===== config.mk =====
export PLATFORM = sky130hd
export DESIGN_NAME = dest_router
export DESIGN_NICKNAME = d
export VERILOG_FILES = /design/src/rtl/dest_router.sv
export SDC_FILE = /design/constraint.sdc
export NUM_CORES = 1
export LEC_CHECK = 0
export ABC_AREA = 1
export BUFFER_PORTS_ARGS = -buffer_cell sky130_fd_sc_hd__buf_4
export CORE_ASPECT_RATIO = 1.25
export CORE_UTILIZATION = 25
export CTS_CLUSTER_DIAMETER = 60
export DETAILED_ROUTE_END_ITERATION = 8
export GPL_TIMING_DRIVEN = 1
export PLACE_DENSITY = 0.38
export SYNTH_ARGS = -nofsm -noshare
export SYNTH_HDL_FRONTEND = slang
export SYNTH_SLANG_ARGS = --single-unit

===== constraint.sdc =====
create_clock -name clk -period 3.7 [get_ports clk]
set_input_delay 0.74 -clock clk [delete_from_list [all_inputs] [get_ports clk]]
set_output_delay 0.74 -clock clk [all_outputs]
set_load 0.05 [all_outputs]

===== src/rtl/dest_router.sv =====
// In-order result FIFO that routes each buffered word to one of NUM_DEST valid/ready consumers.
// Optional P32_DEST_ROUTER_ERR_EN adds a sticky err flag and a saturating drop_cnt for invalid indices.
module dest_router #(
  parameter int unsigned WIDTH    = 32,
  parameter int unsigned NUM_DEST = 3,
  parameter int unsigned SEL_W    = 2,
  parameter int unsigned DEPTH    = 4,
  parameter int unsigned PTR_W    = 2
) (
  input  logic                      clk,
  input  logic                      rst_n,
  input  logic                      flush,
  input  logic                      in_valid,
  output logic                      in_ready,
  input  logic [SEL_W-1:0]          in_sel,
  input  logic [WIDTH-1:0]          in_data,
  output logic [NUM_DEST-1:0]       out_valid,
  input  logic [NUM_DEST-1:0]       out_ready,
  output logic [NUM_DEST*WIDTH-1:0] out_data,
  output logic [PTR_W:0]            count
`ifdef P32_DEST_ROUTER_ERR_EN
  ,
  output logic                      err,
  output logic [7:0]                drop_cnt
`endif
);

  localparam int unsigned CNT_W = PTR_W + 1;

  logic [SEL_W-1:0]          sel_mem  [DEPTH];
  logic [WIDTH-1:0]          data_mem [DEPTH];
  logic [PTR_W-1:0]          rd_ptr, wr_ptr, rd_n, wr_n;
  logic [CNT_W-1:0]          cnt_n;
  logic [SEL_W-1:0]          head_sel, sel_n;
  logic [WIDTH-1:0]          data_n;
  logic                      push, pop, drop, hit, ready_n;
  logic [NUM_DEST-1:0]       valid_n;
  logic [NUM_DEST*WIDTH-1:0] odata_n;

  assign head_sel = sel_mem[rd_ptr];

  // Next pointers/count plus the head presentation for the following cycle.
  always_comb begin
    push    = in_valid && in_ready && !flush;
    drop    = (count != '0) && ({1'b0, head_sel} >= (SEL_W+1)'(NUM_DEST));
    hit     = |(out_valid & out_ready);
    pop     = (hit || drop) && !flush;
    rd_n    = rd_ptr;
    wr_n    = wr_ptr;
    cnt_n   = count;
    valid_n = '0;
    odata_n = '0;
    if (flush) begin
      rd_n  = '0;
      wr_n  = '0;
      cnt_n = '0;
    end else begin
      if (push) wr_n = wr_ptr + PTR_W'(1);
      if (pop)  rd_n = rd_ptr + PTR_W'(1);
      if (push && !pop)      cnt_n = count + CNT_W'(1);
      else if (!push && pop) cnt_n = count - CNT_W'(1);
    end
    // A push that leaves exactly one entry makes the incoming word the new head.
    if (push && cnt_n == CNT_W'(1)) begin
      sel_n  = in_sel;
      data_n = in_data;
    end else begin
      sel_n  = sel_mem[rd_n];
      data_n = data_mem[rd_n];
    end
    ready_n = cnt_n < CNT_W'(DEPTH);
    if (cnt_n != '0) begin
      for (int i = 0; i < NUM_DEST; i++) begin
        if ({1'b0, sel_n} == (SEL_W+1)'(i)) begin
          valid_n[i]                = 1'b1;
          odata_n[i*WIDTH +: WIDTH] = data_n;
        end
      end
    end
  end

  always_ff @(posedge clk or negedge rst_n) begin
    if (!rst_n) begin
      rd_ptr    <= '0;
      wr_ptr    <= '0;
      count     <= '0;
      in_ready  <= 1'b0;
      out_valid <= '0;
      out_data  <= '0;
    end else begin
      rd_ptr    <= rd_n;
      wr_ptr    <= wr_n;
      count     <= cnt_n;
      in_ready  <= ready_n;
      out_valid <= valid_n;
      out_data  <= odata_n;
    end
  end

  // Storage is never observed unless count says the slot is live.
  always_ff @(posedge clk) begin
    if (push) begin
      sel_mem[wr_ptr]  <= in_sel;
      data_mem[wr_ptr] <= in_data;
    end
  end

`ifdef P32_DEST_ROUTER_ERR_EN
  always_ff @(posedge clk or negedge rst_n) begin
    if (!rst_n) begin
      err      <= 1'b0;
      drop_cnt <= '0;
    end else if (drop && !flush) begin
      err <= 1'b1;
      if (drop_cnt != 8'hFF) drop_cnt <= drop_cnt + 8'd1;
    end
  end
`endif

endmodule


* After elaboration in Yosys (flattened, before gate mapping)
Memories as Yosys holds them, arrays and structs flattened. Index checks and enable logic that the tools add are counted.
Cells by class: shifts and indexed selects 0, $mul 0, reductions and logical operators 16, divide/modulo/power cells 0, eq/ne operators 3, $add $sub $neg 4, order comparisons 2, bitwise gates (word level) 1, mux-type cells 19
Operator list (count):
- 2-to-1 mux 32 bit | 4
- 2-to-1 mux 96 bit | 1
- 2-to-1 mux 3 bit | 4
- 2-to-1 mux 2 bit | 5
- logical AND 1 bit | 7
- nonzero test 3 bit | 2
- 2-to-1 mux 1 bit | 5
- adder 2 x 1 -> 2 bit, second input constant | 2
- adder 3 x 1 -> 3 bit, second input constant | 1
- AND 3 bit | 1
- equality test 3 x 1 -> 1 bit, second input constant | 1
- zero test 1 bit | 3
- < comparator 3 bit, second input constant | 1
- OR reduction 3 bit | 1
- subtractor 3 x 1 -> 3 bit, second input constant | 1
- equality test 2 x 1 -> 1 bit, second input constant | 1
- equality test 2 bit, second input constant | 1
- greater-or-equal comparator 2 bit, second input constant | 1
- zero test 2 bit | 1
- nonzero test 2 bit | 1
- logical OR 1 bit | 1
Storage, ports and cells: memories kept 2, logic and storage cells 53, output and inout port bits 103, input port bits 41, RAM bits 136, register bits 107, bits in latches 0, bits in read-only memories 0
Memories:
- data_mem | depth 4, width 32, rd ports 1, clocked after memory_dff 0, wr ports 1, line 31 | logic [WIDTH-1:0] data_mem [DEPTH];
- sel_mem | depth 4, width 2, rd ports 2, clocked after memory_dff 0, wr ports 1, line 30 | logic [SEL_W-1:0] sel_mem [DEPTH];

* Depth between registers and ports, before layout
An unclocked memory read counts as a cell.
word-level depth 15, depth in mapped cells 16, mapped depth without buffers 15

* Least setup slack after synthesis
Ideal clock, no wire load.
kind input -> register, start point input port flush, end point memory data_mem[0][0] (enable), path slack 0.650 ns, data required time 3.275 ns, cell stages on the path 3, buffers on the path 0, data arrival time 2.624 ns, library setup time 0.425 ns, path through nor3_2 -> inv_1 -> nor2_1
On the way: cells in the longest elaborated chain, start to end 4
RTL lines:
- start, declared | line 12 | input logic flush,
- zero test 1 bit | line 44 | push = in_valid && in_ready && !flush;
- logical AND 1 bit | line 44
- 2-to-1 mux 1 bit | line 102 | if (push) begin
- 2-to-1 mux 1 bit (not written as such) | line 104 | data_mem[wr_ptr] <= in_data;
- end, declared | line 31
Every way passes these cells.

* Worst setup path in the final report
start point register out_valid[2], end point register out_data[11]
On the way: cells in the longest elaborated chain, start to end 14, elaborated cells between the ends (all ways) 22, classes of those cells 1 x eq/ne; 9 x mux; 1 x bitwise; 9 x reduce/logical; 2 x memory
RTL lines:
- start, declared | line 17 | output logic [NUM_DEST-1:0] out_valid,
- start signal, assigned | line 95 | out_valid <= valid_n;
- AND 3 bit * | line 46 | hit = |(out_valid & out_ready);
- OR reduction 3 bit * | line 46
- logical OR 1 bit * | line 47 | pop = (hit || drop) && !flush;
- logical AND 1 bit * | line 47
- logical AND 1 bit or zero test 1 bit (tied branches) | line 61, 60
- 2-to-1 mux 3 bit or logical AND 1 bit (tied branches) | line 61, 60
- 2-to-1 mux 3 bit | line 60 | if (push && !pop) cnt_n = count + CNT_W'(1);
- 2-to-1 mux 3 bit | line 53 | if (flush) begin
- equality test 3 x 1 -> 1 bit | line 64 | if (push && cnt_n == CNT_W'(1)) begin
- logical AND 1 bit | line 64
- 2-to-1 mux 2 bit | line 64
- zero test 2 bit | line 74 | if ({1'b0, sel_n} == (SEL_W+1)'(i)) begin
- 2-to-1 mux 32 bit | line 74
- 2-to-1 mux 96 bit * | line 72 | if (cnt_n != '0) begin
- via odata_n[11] | line 38 | logic [NUM_DEST*WIDTH-1:0] odata_n;
- end signal, assigned | line 96 | out_data <= odata_n;
- end, declared | line 19 | output logic [NUM_DEST*WIDTH-1:0] out_data,
The timed path passes the listed nets; every way through them passes the cells marked *. A chain may end at the register's enable or synchronous reset.

==> flow_summary.yaml <==
status:
  status: "complete, no violations"
route:
  routed_wl_um: 27600
  dr.pass1.iters: 5
  antenna_left: 0
  viasPerCell: 4.29
  detail_route.wl_per_cell_um: 18.0
  drc: 0
  drt-initial-drc-count: 409
  vias: 6564
timing:
  worst_slew_pin_slew_ns: 0.820
  timing.fmax_ghz: 0.359
  maxSlewViolCount: 0
  setup_tns_ns: 0
  fin_crit_ns: 2.79
  relSlewSlack_pct: 45.3
  setup_viol: 0
  skew_ns: 0.00591
  timing.final.crit_share_pct: 75.4
  hold_viol: 0
  rsz0062_at_grt: "no"
clocking:
  htree_levels: 1
  clock_path_buffers: 3
  cts_root_buf: "clkbuf_16"
  cts_sinks: 243
  cts_inserted_buffers: 26
  clock_latency_ns: 0.54
  ctsResizeCount: 0
  cts_setup_buffers: 0
  path_clk_slew_ns: 0.06
  postCtsHoldBufs: 0
  cts_tree: "built"
global_route:
  antenna_found_initial: 0
  grt_pass1_vias: 6736
  grtUsageTotal_pct: 13.5
  grt_pass1_wl_um: 41800
  grt_max_degree: 66
  grt_overflow_total: 0
pwr:
  total_leakage_power_nw: 5.63
  vdd_ir_drop_max_uv: 389
  power_density_nw_per_um2: 898
worst_setup_path:
  path_max_fanout: 22
  cp_slowest_cell: "dfrtp_1"
  slowest_delay_ns: 0.40
  start_kind: "flop"
  critPathTopFamily: "simple AND/OR/NAND/NOR gates"
  worstPathArrival_ns: 3.23
  path_class: "reg2reg"
  worstPathRequired_ns: 4.14
  crit_top_cell: "nand2_1"
  path_cells: "nand2_1 -> nand2_1 -> a21oi_1 -> nand3_1 -> nand3_1 -> nand3_4 -> nor2_8 -> nand3_4 -> nand2_1 -> nand2_4 -> buf_12 -> nor3_1"
  worst-path-buf-inv: 1
  endpoint_kind: "flop"
yosys:
  yosysSeqAreaShare_pct: 67.1
  synth_common_cells: "249 x nand2_1, 136 x edfxtp_1, 107 x dfrtp_1, 85 x nand3_1, 72 x nor3_2"
  ys_types: 27
  synthTopCellsByArea: "edfxtp_1 41%, dfrtp_1 27%, nand2_1 9.3%"
  synth_top_area_share_pct: 40.5
  avgSynthCellArea_um2: 11.6
  yosysTopAreaCell: "edfxtp_1"
  synthMostInstantiatedCell: "nand2_1"
  synthArstFlopShare_pct: 44.0
  postSynthCellCount: 869
  syn_area_um2: 10100
  ys_seq_elements: 243
  synth_edf_count: 136
  synthFlopType: "edfxtp_1"
  synth_nets: 917
  ys_warn_count: 0
placement:
  place_congestion: 0.800
  port_buffers: 143
  hpwl_um: 18100
die:
  placeableCoreArea_um2: 39400
  die_area_um2: 41100
  start_util_pct: 25.6
  num_rows: 81
  num_io_pins: 144
  dieWidth_um: 182
  die-height_um: 226
finish:
  area_growth_pct: 26.1
  drive_gt1_share_pct: 29.8
  layout.nets: 1064
  register_area_um2: 6760
  multi_input_area_um2: 2800
  n_antenna_cell: 0
  final_core_util_pct: 32.2
  fill_cells: 3965
worst_hold_path:
  hold_class: "in2async"
job:
  max_cap_viol_count: 0
-- final cells by class --
type	instances	share of cell area (%)
sequential	243	53.2
multi-input combinational	506	22.0
timing repair buffer	173	11.1
clock buffer	40	6.57
tap	498	4.90
inverter	66	1.95
clock inverter	5	0.236
-- report_power, final --
group	switching, mW	internal, mW
clock	1.07	1.55
sequential	0.187	3.32
combinational	3.90	1.39
total	5.15	6.26
-- path summary, 6_finish.rpt --
path	cells past startpoint	slack [ns]	endpoint	from
setup / recovery	12	0.91	out_data[11]$_DFF_PN0_	out_valid[2]$_DFF_PN0_
hold / removal	1	0.26	in_ready$_DFF_PN0_	rst_n
setup reg to reg	12	0.91	out_data[11]$_DFF_PN0_	out_valid[2]$_DFF_PN0_
hold reg to reg	2	0.68	wr_ptr[1]$_DFFE_PN0P_	wr_ptr[1]$_DFFE_PN0P_
max in group asynchronous	2	2.65	out_data[74]$_DFF_PN0_	rst_n
min in group clk	1	0.41	data_mem[1][28]$_DFFE_PP_	in_data[28]
-- worst reg2reg max path: cells and delay by family, from the launching register on --
family | cells | cell delay (ns)
simple gates | 10 | 1.73
compound gates | 1 | 0.34
flops | 1 | 0.40
buf+inv | 1 | 0.23
-- layer usage --
layer | GRT usage, % | wire [um] | share of wire [%]
met3 | 2.22 | 1310 | 4.7
met1 | 17.9 | 12600 | 46
met4 | 4.43 | 551 | 2.0
met5 | 0 | 0 | 0
met2 | 22.5 | 13200 | 48
-- kinds of logic after synthesis --
kind of cell / Yosys count / synth area share, %
and+or+nand+nor: 492 / 25.9
AOI/OAI and AO/OA: 5 / 0.248
DFF: 243 / 67.1
adders and majority gates: 7 / 0.869
xor gates and xnor gates: 2 / 0.174
buffers and inverters: 120 / 5.67
-- stage by stage --
step | cells | instance area (um^2) | power [mW] | hold WS (ns) | setup WS [ns]
2_1_floorplan | 869 | 10100 | 7.20 | 0.444 | 0.650
3_3_place_gp | 1486 | 11800 | 8.96 | 0.675 | 0.491
3_5_place_dp | 1486 | 11800 | 8.96 | 0.647 | 0.462
4_1_cts | 1531 | 12700 | 11.6 | 0.284 | 0.861
5_1_grt | 1531 | 12700 | 12.1 | 0.316 | 0.669
6_report | 1531 | 12700 | 11.4 | 0.262 | 0.912
-- flip-flops by register name, indices dropped and copies added (netlist names) --
register   count
count          3
data_mem     128
in_ready       1
out_data      96
out_valid      3
rd_ptr         2
sel_mem        8
wr_ptr         2
-- layout by cell type (no fill, tap or decap) --
| cell type | netlist | layout |
|---|---|---|
| nand2_1 | 249 | 249 |
| buf_4 | 8 | 164 |
| edfxtp_1 | 136 | 136 |
| dfrtp_1 | 107 | 107 |
| nand3_1 | 85 | 83 |
| nor3_2 | 72 | 72 |
| inv_1 | 62 | 62 |
| nand4_1 | 40 | 40 |
| clkbuf_16 | 0 | 29 |
| nor3_1 | 25 | 25 |
| buf_12 | 0 | 9 |
| ha_1 | 7 | 7 |
| clkbuf_8 | 0 | 6 |
| nand2_2 | 6 | 5 |
| nor2_1 | 9 | 5 |
| nor2_4 | 1 | 5 |
| inv_2 | 3 | 3 |
| nand3_2 | 2 | 3 |
| nand3_4 | 2 | 3 |
| clkbuf_1 | 9 | 3 |
| clkinv_2 | 0 | 3 |
| a21oi_1 | 2 | 2 |
| o21ai_0 | 2 | 2 |
| clkbuf_4 | 0 | 2 |
| clkinv_1 | 1 | 1 |
| xnor2_1 | 1 | 1 |
| xor2_1 | 1 | 1 |
| o21ai_1 | 1 | 1 |
| nor2_8 | 1 | 1 |
| nand2_4 | 0 | 1 |
| inv_4 | 0 | 1 |
| clkinv_4 | 0 | 1 |
Note: power is estimated with default switching activity, not from simulation.
